<file path="config.mk">
export PLATFORM = sky130hd
export DESIGN_NAME = axi4_addr_issue_flat
export DESIGN_NICKNAME = d
export VERILOG_FILES = /design/src/rtl/axi4_addr_issue_pkg.sv /design/src/rtl/axi4_addr_issue_if.sv /design/src/rtl/burst_len_calc.sv /design/src/rtl/axi4_addr_issue.sv /design/src/flat_wrapper.sv
export SDC_FILE = /design/constraint.sdc
export NUM_CORES = 1
export LEC_CHECK = 0
export CAP_MARGIN = 20
export CORE_UTILIZATION = 61
export CTS_BUF_LIST = sky130_fd_sc_hd__clkbuf_16
export CTS_CLUSTER_DIAMETER = 60
export DETAILED_ROUTE_END_ITERATION = 7
export PLACE_DENSITY_LB_ADDON = 0.2
export REMOVE_ABC_BUFFERS = 1
export SLEW_MARGIN = 40
export SYNTH_ARGS = -nofsm -noshare
export SYNTH_HDL_FRONTEND = slang
export SYNTH_SLANG_ARGS = --single-unit
</file>
<file path="constraint.sdc">
create_clock -name aclk_i -period 12.5 [get_ports aclk_i]
set_input_delay 2.5 -clock aclk_i [delete_from_list [all_inputs] [get_ports aclk_i]]
set_output_delay 2.5 -clock aclk_i [all_outputs]
set_load 0.005 [all_outputs]
</file>
<file path="src/rtl/axi4_addr_issue_pkg.sv">
// -----------------------------------------------------------------------------
// axi4_addr_issue_pkg
// Shared AXI4 definitions for the address-issue block: the default address
// width define, the issue FSM state encoding, the AXI4 BURST encodings and the
// 4 KB boundary / maximum-burst constants, plus a size-clamp helper.
// No ports (package).
// -----------------------------------------------------------------------------
`ifndef AXI4_ADDR_WIDTH
`define AXI4_ADDR_WIDTH 32
`endif

package axi4_addr_issue_pkg;

  // Issue FSM states.
  typedef enum logic [1:0] {
    IDLE  = 2'd0,
    CALC  = 2'd1,
    ISSUE = 2'd2,
    DONE  = 2'd3
  } issue_state_t;

  // AXI4 AxBURST encodings.
  typedef enum logic [1:0] {
    BURST_FIXED = 2'b00,
    BURST_INCR  = 2'b01,
    BURST_WRAP  = 2'b10
  } axi_burst_t;

  // A burst may never cross this byte boundary.
  localparam int unsigned BOUNDARY_4K     = 4096;
  // AXI4 INCR bursts carry at most this many beats.
  localparam int unsigned MAX_BURST_BEATS = 256;

  // Requests asking for a wider beat than the data bus supports are narrowed
  // to the bus width.
  function automatic logic [2:0] clamp_size(input logic [2:0] size,
                                            input logic [2:0] max_size);
    return (size > max_size) ? max_size : size;
  endfunction

endpackage

</file>
<file path="src/rtl/axi4_addr_issue_if.sv">
// -----------------------------------------------------------------------------
// axi4_addr_issue_if
// Bundles the request handshake, the AXI4 address-channel fields and the
// status outputs of axi4_addr_issue.
//   slave  : the address-issue block (consumes requests, drives AXI4 Ax*)
//   master : the requester / AXI4 slave side (drives requests and axready_i)
// Signals: req_addr_i, req_beats_i, req_size_i, req_valid_i / req_ready_o,
//          axaddr_o, axlen_o, axsize_o, axburst_o, axvalid_o / axready_i,
//          busy_o, done_o.
// -----------------------------------------------------------------------------
`ifndef AXI4_ADDR_WIDTH
`define AXI4_ADDR_WIDTH 32
`endif

interface axi4_addr_issue_if #(
  parameter int ADDR_WIDTH = `AXI4_ADDR_WIDTH,
  parameter int CNT_WIDTH  = 16
);
  // Request side
  logic [ADDR_WIDTH-1:0] req_addr_i;
  logic [CNT_WIDTH-1:0]  req_beats_i;
  logic [2:0]            req_size_i;
  logic                  req_valid_i;
  logic                  req_ready_o;
  // AXI4 address channel
  logic [ADDR_WIDTH-1:0] axaddr_o;
  logic [7:0]            axlen_o;
  logic [2:0]            axsize_o;
  logic [1:0]            axburst_o;
  logic                  axvalid_o;
  logic                  axready_i;
  // Status
  logic                  busy_o;
  logic                  done_o;

  modport slave (
    input  req_addr_i, req_beats_i, req_size_i, req_valid_i, axready_i,
    output req_ready_o, axaddr_o, axlen_o, axsize_o, axburst_o, axvalid_o,
           busy_o, done_o
  );

  modport master (
    output req_addr_i, req_beats_i, req_size_i, req_valid_i, axready_i,
    input  req_ready_o, axaddr_o, axlen_o, axsize_o, axburst_o, axvalid_o,
           busy_o, done_o
  );
endinterface

</file>
<file path="src/rtl/burst_len_calc.sv">
// -----------------------------------------------------------------------------
// burst_len_calc
// Purely combinational: number of beats for the next burst,
//   burst_beats = min(remaining, 256, beats_to_4k)
// where beats_to_4k counts the beats from the size-aligned current address
// up to the next 4 KB boundary.
// Ports:
//   addr_lo     in  12         low 12 bits of the current address
//   size        in  3          log2 bytes per beat (already clamped)
//   remaining   in  CNT_WIDTH  beats still to issue (non-zero when used)
//   burst_beats out 9          1..256
// -----------------------------------------------------------------------------
module burst_len_calc
  import axi4_addr_issue_pkg::*;
#(
  parameter int CNT_WIDTH = 16
) (
  input  logic [11:0]          addr_lo,
  input  logic [2:0]           size,
  input  logic [CNT_WIDTH-1:0] remaining,
  output logic [8:0]           burst_beats
);
  // Common width wide enough for both the request count and the 13-bit cap.
  localparam int CW = (CNT_WIDTH > 13) ? CNT_WIDTH : 13;

  logic [11:0]   aligned_lo;
  logic [12:0]   to_4k;
  logic [12:0]   cap;
  logic [CW-1:0] rem_w;
  logic [CW-1:0] cap_w;
  logic [CW-1:0] pick;

  // NOTE: every variable is assigned on every pass through this block, so no
  // latch can be inferred; keep it that way when editing.
  always_comb begin
    aligned_lo  = addr_lo & ~((12'd1 << size) - 12'd1);
    // 4096 - aligned offset is 1..4096, hence 13 bits.
    to_4k       = (13'(BOUNDARY_4K) - {1'b0, aligned_lo}) >> size;
    cap         = (to_4k > 13'(MAX_BURST_BEATS)) ? 13'(MAX_BURST_BEATS) : to_4k;
    rem_w       = CW'(remaining);
    cap_w       = CW'(cap);
    pick        = (rem_w < cap_w) ? rem_w : cap_w;
    burst_beats = 9'(pick);
  end

endmodule

</file>
<file path="src/rtl/axi4_addr_issue.sv">
// -----------------------------------------------------------------------------
// axi4_addr_issue
// Splits a (start address, beat count, size) request into AXI4 INCR bursts
// that never exceed 256 beats and never cross a 4 KB boundary, issuing them
// one at a time on the AXI4 address channel.
// Ports:
//   aclk_i    in  rising-edge clock
//   areset_i  in  asynchronous, active-high reset
//   bus       slave modport of axi4_addr_issue_if (request handshake, AXI4
//             AxADDR/AxLEN/AxSIZE/AxBURST/AxVALID/AxREADY, busy_o, done_o)
// Timing: request accepted in cycle N -> axvalid_o in N+2; each further burst
// starts 2 cycles after the previous address handshake; done_o pulses the
// cycle after the last address handshake (or after acceptance for 0 beats).
// -----------------------------------------------------------------------------
module axi4_addr_issue
  import axi4_addr_issue_pkg::*;
#(
  parameter int ADDR_WIDTH = `AXI4_ADDR_WIDTH,
  parameter int CNT_WIDTH  = 16,
  parameter int MAX_SIZE   = 2
) (
  input  logic              aclk_i,
  input  logic              areset_i,
  axi4_addr_issue_if.slave  bus
);

  issue_state_t          state;
  logic [ADDR_WIDTH-1:0] cur_addr;
  logic [CNT_WIDTH-1:0]  remaining;
  logic [2:0]            size_q;
  logic [8:0]            burst_q;
  logic [8:0]            burst_calc;
  logic                  addr_hs;

  assign addr_hs = bus.axvalid_o & bus.axready_i;

  burst_len_calc #(
    .CNT_WIDTH (CNT_WIDTH)
  ) u_burst_len_calc (
    .addr_lo     (cur_addr[11:0]),
    .size        (size_q),
    .remaining   (remaining),
    .burst_beats (burst_calc)
  );

  // NOTE: all state, including every output register, lives in this one
  // block and uses non-blocking assignments, so every read sees the value
  // from before the edge regardless of statement order.
  always_ff @(posedge aclk_i or posedge areset_i) begin
    if (areset_i) begin
      state           <= IDLE;
      cur_addr        <= '0;
      remaining       <= '0;
      size_q          <= '0;
      burst_q         <= '0;
      bus.req_ready_o <= 1'b1;
      bus.busy_o      <= 1'b0;
      bus.done_o      <= 1'b0;
      bus.axvalid_o   <= 1'b0;
      bus.axaddr_o    <= '0;
      bus.axlen_o     <= '0;
      bus.axsize_o    <= '0;
      bus.axburst_o   <= '0;
    end else begin
      case (state)
        IDLE: begin
          if (bus.req_valid_i && bus.req_ready_o) begin
            cur_addr        <= bus.req_addr_i;
            remaining       <= bus.req_beats_i;
            size_q          <= clamp_size(bus.req_size_i, 3'(MAX_SIZE));
            bus.req_ready_o <= 1'b0;
            bus.busy_o      <= 1'b1;
            if (bus.req_beats_i == '0) begin
              state      <= DONE;
              bus.done_o <= 1'b1;
            end else begin
              state <= CALC;
            end
          end
        end

        // Latch the burst length and load the whole address beat at once so
        // the Ax* fields stay frozen for as long as axready_i is low.
        CALC: begin
          burst_q       <= burst_calc;
          bus.axaddr_o  <= cur_addr;
          bus.axlen_o   <= 8'(burst_calc - 9'd1);
          bus.axsize_o  <= size_q;
          bus.axburst_o <= BURST_INCR;
          bus.axvalid_o <= 1'b1;
          state         <= ISSUE;
        end

        ISSUE: begin
          if (addr_hs) begin
            bus.axvalid_o <= 1'b0;
            // Wraps modulo 2^ADDR_WIDTH by construction.
            cur_addr      <= cur_addr + (ADDR_WIDTH'(burst_q) << size_q);
            remaining     <= remaining - CNT_WIDTH'(burst_q);
            if (remaining == CNT_WIDTH'(burst_q)) begin
              state      <= DONE;
              bus.done_o <= 1'b1;
            end else begin
              state <= CALC;
            end
          end
        end

        DONE: begin
          bus.done_o      <= 1'b0;
          bus.busy_o      <= 1'b0;
          bus.req_ready_o <= 1'b1;
          state           <= IDLE;
        end

        default: state <= IDLE;
      endcase
    end
  end

endmodule

</file>
<file path="src/flat_wrapper.sv">
// flat-port wrapper written by rule: the top's interface ports become plain ports
module axi4_addr_issue_flat import axi4_addr_issue_pkg::*;
#(
  parameter int ADDR_WIDTH = `AXI4_ADDR_WIDTH,
  parameter int CNT_WIDTH  = 16,
  parameter int MAX_SIZE   = 2
)
  (aclk_i, areset_i, bus_req_addr_i, bus_req_beats_i, bus_req_size_i, bus_req_valid_i, bus_axready_i, bus_req_ready_o, bus_axaddr_o, bus_axlen_o, bus_axsize_o, bus_axburst_o, bus_axvalid_o, bus_busy_o, bus_done_o);
  axi4_addr_issue_if #(.ADDR_WIDTH(ADDR_WIDTH), .CNT_WIDTH(CNT_WIDTH)) bus_i ();
  input  logic aclk_i;
  input  logic areset_i;
  input wire logic [$bits(bus_i.req_addr_i)-1:0] bus_req_addr_i;
  input wire logic [$bits(bus_i.req_beats_i)-1:0] bus_req_beats_i;
  input wire logic [$bits(bus_i.req_size_i)-1:0] bus_req_size_i;
  input wire logic [$bits(bus_i.req_valid_i)-1:0] bus_req_valid_i;
  input wire logic [$bits(bus_i.axready_i)-1:0] bus_axready_i;
  output wire logic [$bits(bus_i.req_ready_o)-1:0] bus_req_ready_o;
  output wire logic [$bits(bus_i.axaddr_o)-1:0] bus_axaddr_o;
  output wire logic [$bits(bus_i.axlen_o)-1:0] bus_axlen_o;
  output wire logic [$bits(bus_i.axsize_o)-1:0] bus_axsize_o;
  output wire logic [$bits(bus_i.axburst_o)-1:0] bus_axburst_o;
  output wire logic [$bits(bus_i.axvalid_o)-1:0] bus_axvalid_o;
  output wire logic [$bits(bus_i.busy_o)-1:0] bus_busy_o;
  output wire logic [$bits(bus_i.done_o)-1:0] bus_done_o;
  assign bus_i.req_addr_i = bus_req_addr_i;
  assign bus_i.req_beats_i = bus_req_beats_i;
  assign bus_i.req_size_i = bus_req_size_i;
  assign bus_i.req_valid_i = bus_req_valid_i;
  assign bus_i.axready_i = bus_axready_i;
  assign bus_req_ready_o = bus_i.req_ready_o;
  assign bus_axaddr_o = bus_i.axaddr_o;
  assign bus_axlen_o = bus_i.axlen_o;
  assign bus_axsize_o = bus_i.axsize_o;
  assign bus_axburst_o = bus_i.axburst_o;
  assign bus_axvalid_o = bus_i.axvalid_o;
  assign bus_busy_o = bus_i.busy_o;
  assign bus_done_o = bus_i.done_o;
  axi4_addr_issue #(.ADDR_WIDTH(ADDR_WIDTH), .CNT_WIDTH(CNT_WIDTH), .MAX_SIZE(MAX_SIZE)) u_core (.aclk_i(aclk_i), .areset_i(areset_i), .bus(bus_i));
endmodule
</file>
# Yosys cells after proc, flatten, opt, wreduce, memory -nomap -nowiden
# Cells that the tools add are included.
[classes]
n_shift = 3
add_sub_neg = 5
div = 0
n_mux = 25
n_reduce_logical = 13
multipliers = 0
n_bitwise = 3
eq_ne = 8
magnitude_cmp = 3
[op_table]
columns = ["operator", "count"]
rows = [
  ["32-bit two-way mux", 2],
  ["32-bit one-hot mux with 2 select lines", 1],
  ["32-bit adder", 1],
  ["16-bit two-way mux", 2],
  ["16-bit one-hot mux with 2 select lines", 1],
  ["9-bit by 3-bit left shift with 32-bit output", 1],
  ["16-bit by 9-bit equality test with 1-bit output", 1],
  ["16-bit zero test", 1],
  ["16-bit by 13-bit < comparator with 1-bit output", 1],
  ["16-bit by 9-bit subtractor with 16-bit output", 1],
  ["13-bit by 9-bit greater-than comparator with 1-bit output (second input constant)", 1],
  ["13-bit two-way mux", 1],
  ["13-bit by 3-bit >> shifter with 13-bit output", 1],
  ["13-bit by 12-bit subtractor with 13-bit output (first input constant)", 1],
  ["12-bit AND", 1],
  ["12-bit inverter", 1],
  ["1-bit by 3-bit left shift with 12-bit output (first input constant)", 1],
  ["12-bit by 1-bit subtractor with 12-bit output (second input constant)", 1],
  ["9-bit two-way mux", 1],
  ["2-bit two-way mux", 4],
  ["2-bit by 1-bit != test with 1-bit output (second input constant)", 4],
  ["2-bit one-hot mux with 4 select lines", 1],
  ["2-bit AND reduction", 4],
  ["8-bit by 1-bit subtractor with 8-bit output (second input constant)", 1],
  ["other kinds (14)", 25],
]
[totals]
mem_bits_rw = 0
n_memories = 0
latchBits = 0
mem_bits_ro = 0
word_cells = 73
inputBits = 55
reg_bits = 110

# Depth between registers and ports, before layout
[logic_depth]
word_depth = 11
mapped_depth = 33
depth_no_buf = 26

# Modules after synthesis
# From an unflattened synthesis, not the netlist that was laid out.
[unflattened]
cells_unflattened = 1042
hier_area_um2 = 8269.2
[by_module_without_submodules]
columns = ["mod", "n_inst", "cells_per_inst", "area_per_inst_um2"]
rows = [
  ["axi4_addr_issue", 1, 800, 6591.3],
  ["burst_len_calc", 1, 242, 1677.9],
]

# Worst setup path after synthesis
# No wires, ideal clock.
[synth_timing]
path_type = "register to register"
startpoint = "register u_core.size_q[1]"
endpoint = "register u_core.bus.axlen_o[6]"
path_buffers = 8
path_stages_with_launch = 30
slack_ns = 5.912
arrival_ns = 6.463
setup_ns = 0.125
path_cell_list = "dfrtp_1 > buf_6 > clkbuf_1 > clkbuf_1 > clkbuf_1 > clkbuf_1 > nor2_1 > nand2_1 > ha_1 > buf_4 > or3b_1 > buf_2 > a21oi_1 > o2111ai_4 > o2111a_1 > nor4_1 > o221ai_1 > a31oi_2 > inv_1 > nand2_1 > ha_1 > a2111o_1 > o31a_4 > nor2_8 > buf_2 > mux2i_1 > ha_1 > o311a_1 > a211o_1 > nand3_1"
[synth_via]
elab_chain_len = 11
[synth_lines]
columns = ["item", "line", "text"]
rows = [
  ["start, declared", "axi4_addr_issue.sv:30", "logic [2:0] size_q;"],
  ["start signal, assigned", "axi4_addr_issue.sv:70", "size_q <= clamp_size(bus.req_size_i, 3'(MAX_SIZE));"],
  ["1-bit by 3-bit left shift with 12-bit output", "burst_len_calc.sv:36", "aligned_lo = addr_lo & ~((12'd1 << size) - 12'd1);"],
  ["12-bit by 1-bit subtractor with 12-bit output", "burst_len_calc.sv:36", ""],
  ["12-bit inverter", "burst_len_calc.sv:36", ""],
  ["12-bit AND", "burst_len_calc.sv:36", ""],
  ["13-bit by 12-bit subtractor with 13-bit output", "burst_len_calc.sv:38", "to_4k = (13'(BOUNDARY_4K) - {1'b0, aligned_lo}) >> size;"],
  ["13-bit by 3-bit >> shifter with 13-bit output *", "burst_len_calc.sv:38", ""],
  ["13-bit by 9-bit greater-than comparator with 1-bit output", "burst_len_calc.sv:39", "cap = (to_4k > 13'(MAX_BURST_BEATS)) ? 13'(MAX_BURST_BEATS) : to_4k;"],
  ["13-bit two-way mux *", "burst_len_calc.sv:39", ""],
  ["16-bit by 13-bit < comparator with 1-bit output", "burst_len_calc.sv:42", "pick = (rem_w < cap_w) ? rem_w : cap_w;"],
  ["9-bit two-way mux *", "burst_len_calc.sv:42", ""],
  ["8-bit by 1-bit subtractor with 8-bit output *", "axi4_addr_issue.sv:87", "bus.axlen_o <= 8'(burst_calc - 9'd1);"],
  ["end signal, assigned", "axi4_addr_issue.sv:87", ""],
  ["end, declared", "axi4_addr_issue_if.sv:38", "output req_ready_o, axaddr_o, axlen_o, axsize_o, axburst_o, axvalid_o,"],
]
# Mark *: on every way between the ends. The rest lies on a longest branch, timed or not.
# A chain may end at the register's enable or synchronous reset.

# Worst setup path in the final report
[layout_timing]
startpoint = "register u_core.size_q[0]"
endpoint = "register u_core.bus.axlen_o[4]"
# Same word-level chain as after synthesis.

==> impl_metrics.csv <==
group,metric,value,unit
yosys,synth_warnings,0,
timing,clock.fmax,159,MHz
cts,cts_max_path_buffers,2,
layout,nNetsFinal,1161,
layout,final_cell_mix,"nand2_1, dfrtp_1, clkdlybuf4s50_1",
floorplanning,coreArea,12700,µm²
cts,cts-root-buf,"clkbuf_16",
placed_design,numPortBuffers,102,
route,wirelength,21.6,mm
setup_path,path_max_fanout,41,
timing,max_slew_margin,54.5,%
cts,clock_sinks,110,
pwr,combinationalPowerShare,65.2,%
grt,grt_max_degree,68,
setup_path,critPathKind,"reg2reg",
yosys,async_flop_share,100,%
floorplanning,dieArea,13600,µm²
pwr,p_sw_share,48.6,%
timing,skew,0.0141,ns
job,cap_violations,0,
grt,grt_pass1_wl,35.0,mm
route,routed-via-count,7718,
placed_design,place_area,9080,µm²
route,drtIter0Drc,679,
worst_hold_path,worstHoldPathType,"reg2reg",
placed_design,gp_congestion,0.926,
route,post-route-drc-count,0,
floorplanning,std_cell_rows,41,
pwr,p_leak,4.32,nW
route,wl_per_cell,17.4,µm
floorplanning,die_h,117,µm
grt,overflow,0,
yosys,syn_area,8010,µm²
yosys,ys_types,83,
floorplanning,die_w,117,µm
pwr,seq_power_share,24.9,%
floorplanning,start_util,63.0,%
yosys,avgSynthCellArea,8.01,µm²
timing,tns,0,ns
layout,layout-drive-gt1-share,5.14,%
cts,clk_latency,0.37,ns
setup_path,crit_top_cell,"ha_1",
timing,fin_crit_sh,50.4,%
pwr,power.density,303,nW/µm²
layout,n_antenna_cell,0,
placed_design,post-place-ws,6.31,ns
cts,cts_resized,0,
layout,fin_area,9380,µm²
yosys,ys_seq_area_share,34.4,%
grt,grt_use_total,33.4,%
pwr,irDropWorstVdd,0.146,mV
timing,slew_violations,0,
route,drtPass1Iterations,5,
cts,post-cts-setup-buffers,0,
layout,final_core_util,73.7,%
status,status,"finished clean",
pwr,p_total,2.84,mW
setup_path,r2r_start,"u_core.size_q[0]$_DFFE_PP0P_",
setup_path,cp.required,12.79,ns
grt,grt_pass1_vias,7207,
placed_design,dp.cells,1225,
yosys,synth_edf_count,0,
layout,stdcell_count,1241,
timing,rsz0062_at_grt,"no",
timing,period_needed,6.30,ns
layout,final_common_cell,"nand2_1",
cts,hold_buffers,0,
yosys,synth_ff_type,"dfrtp_1",
cts,cts_tree,"built",
timing,layout_setup_ws,6.20,ns
setup_path,cp-startpoint,"u_core.size_q[0]$_DFFE_PP0P_",
cts,cts-htree-levels,3,
route,ant_nets,0,
setup_path,critPathArrivalTime,6.59,ns
setup_path,crit_path_top_delay_cell,"or4b_4",
placed_design,hpwl,15.4,mm
setup_path,crit_path_max_incr_delay,0.52,ns
grt,antenna_found_initial,0,
setup_path,endpoint_kind,"flip-flop",
cts,numCtsBuffers,9,
setup_path,start_kind,"flip-flop",
pwr,p_switching,1.38,mW
timing,setup_viol,0,
worst_hold_path,worstHoldStart,"u_core.bus.axaddr_o[4]$_DFFE_PP0P_",
setup_path,worstPathCellList,"buf_4, nor3_1, inv_1, ha_1, or4b_4, o2111ai_1, o2111ai_4, o2111a_1, nor4_1, o221ai_1, a31oi_2, inv_1, nand2_1, ha_1, a2111o_1, o31a_4, nor2_8, mux2i_1, ha_1, o311a_1, a21oi_1, a21oi_1",
pwr,internal_power,1.46,mW
pwr,p_clk_share,9.9,%
cts,path_clk_slew,0.08,ns
yosys,synth_seq_cells,110,
route,post_drt_via_cell_ratio,6.22,
timing,final_hold_viol_count,0,
floorplanning,ioPinCount,104,
layout,area.growth.synth_to_final,17.0,%
timing,fin_hold_ws,0.472,ns
timing,worst_pin_slew,0.677,ns
yosys,postSynthCellCount,1000,
-- routing by layer --
layer / share of wire (%) / wire (µm) / global-route usage, %
met2: 46 / 9980 / 54.2
met5: 0 / 0 / 0
met1: 43 / 9380 / 44.0
met4: 2.0 / 436 / 12.7
met3: 8.2 / 1780 / 7.16
-- cells in the mapped netlist (9+ instances only) --
master / n / area, µm²
nand2_1: 190 / 713
dfrtp_1: 109 / 2730
o21ai_0: 81 / 405
nor2_1: 75 / 282
a21oi_1: 64 / 320
clkbuf_1: 49 / 184
ha_1: 40 / 500
inv_1: 38 / 143
mux2i_1: 28 / 280
a21o_1: 23 / 173
o22ai_1: 23 / 144
nand3_1: 19 / 95.1
and3_1: 16 / 100
xor2_1: 15 / 131
nor4_1: 13 / 81.3
o211ai_1: 13 / 97.6
nand2b_1: 12 / 75.1
a31oi_1: 11 / 68.8
nand4_1: 11 / 68.8
nor2b_1: 11 / 68.8
nor3_1: 10 / 50.1
xnor2_1: 9 / 78.8
-- power groups by stage --
stage	Combinational (mW)	Sequential [mW]	Clock, mW
floorplan	1.28	0.695	0
global placement	1.78	0.701	0
detailed placement	1.82	0.705	0
CTS	1.84	0.701	0.285
global route	2.07	0.730	0.296
finish	1.85	0.707	0.283
-- state kept, by name (all words and copies together), names as in the netlist --
register and count:
u_core.burst_q 9, u_core.bus.axaddr_o 32, u_core.bus.axburst_o 1, u_core.bus.axlen_o 8
u_core.bus.axsize_o 3, u_core.bus.axvalid_o 1, u_core.bus.busy_o 1, u_core.bus.done_o 1
u_core.bus.req_ready_o 1, u_core.cur_addr 32, u_core.remaining 16, u_core.size_q 3
u_core.state 2
-- kinds of logic (layout without fill, tap and decap cells) --
group                      Yosys count  after routing  share of synthesized area, %
AOI/OAI and AO/OA                  293            293                          23.8
other                                2              5                        0.0937
and+or+nand+nor                    393            393                          22.9
DFF                                110            110                          34.4
muxes                               34             34                          4.34
buffers and inverters              102            168                          5.18
adders and majority gates           42             42                          6.74
xor gates and xnor gates            24             24                          2.62
-- worst max-delay path: cells and delay by family (launching register included) --
family / cells / cell delay, ns
multiplexers: 1 / 0.31
AND/OR/NAND/NOR: 5 / 1.64
AO/OA/AOI/OAI: 10 / 2.59
adder cells (fa/ha/maj): 3 / 0.76
buffers and inverters: 3 / 0.56
flip-flops: 1 / 0.36
-- final timing paths --
path                       slack [ns]                            endpoint  cells past startpoint
setup / recovery                 6.20   u_core.bus.axlen_o[4]$_DFFE_PP0P_                     22
max in group asynchronous        8.97  u_core.bus.axaddr_o[6]$_DFFE_PP0P_                      3
hold / removal                   0.47  u_core.bus.axaddr_o[4]$_DFFE_PP0P_                      2
min in group asynchronous        2.52    u_core.bus.axvalid_o$_DFFE_PP0P_                      2
hold reg to reg                  0.47  u_core.bus.axaddr_o[4]$_DFFE_PP0P_                      2
setup reg to reg                 6.20   u_core.bus.axlen_o[4]$_DFFE_PP0P_                     22
-- cell type report --
type / instances / area (µm²)
multi-input combinational: 791 / 4870
fill: 1082 / 3340
sequential: 110 / 2750
timing repair buffer: 113 / 1110
clock buffer: 9 / 225
tap: 172 / 215
inverter: 39 / 149
clock inverter: 7 / 58.8
(Power assumes the default switching activity.)
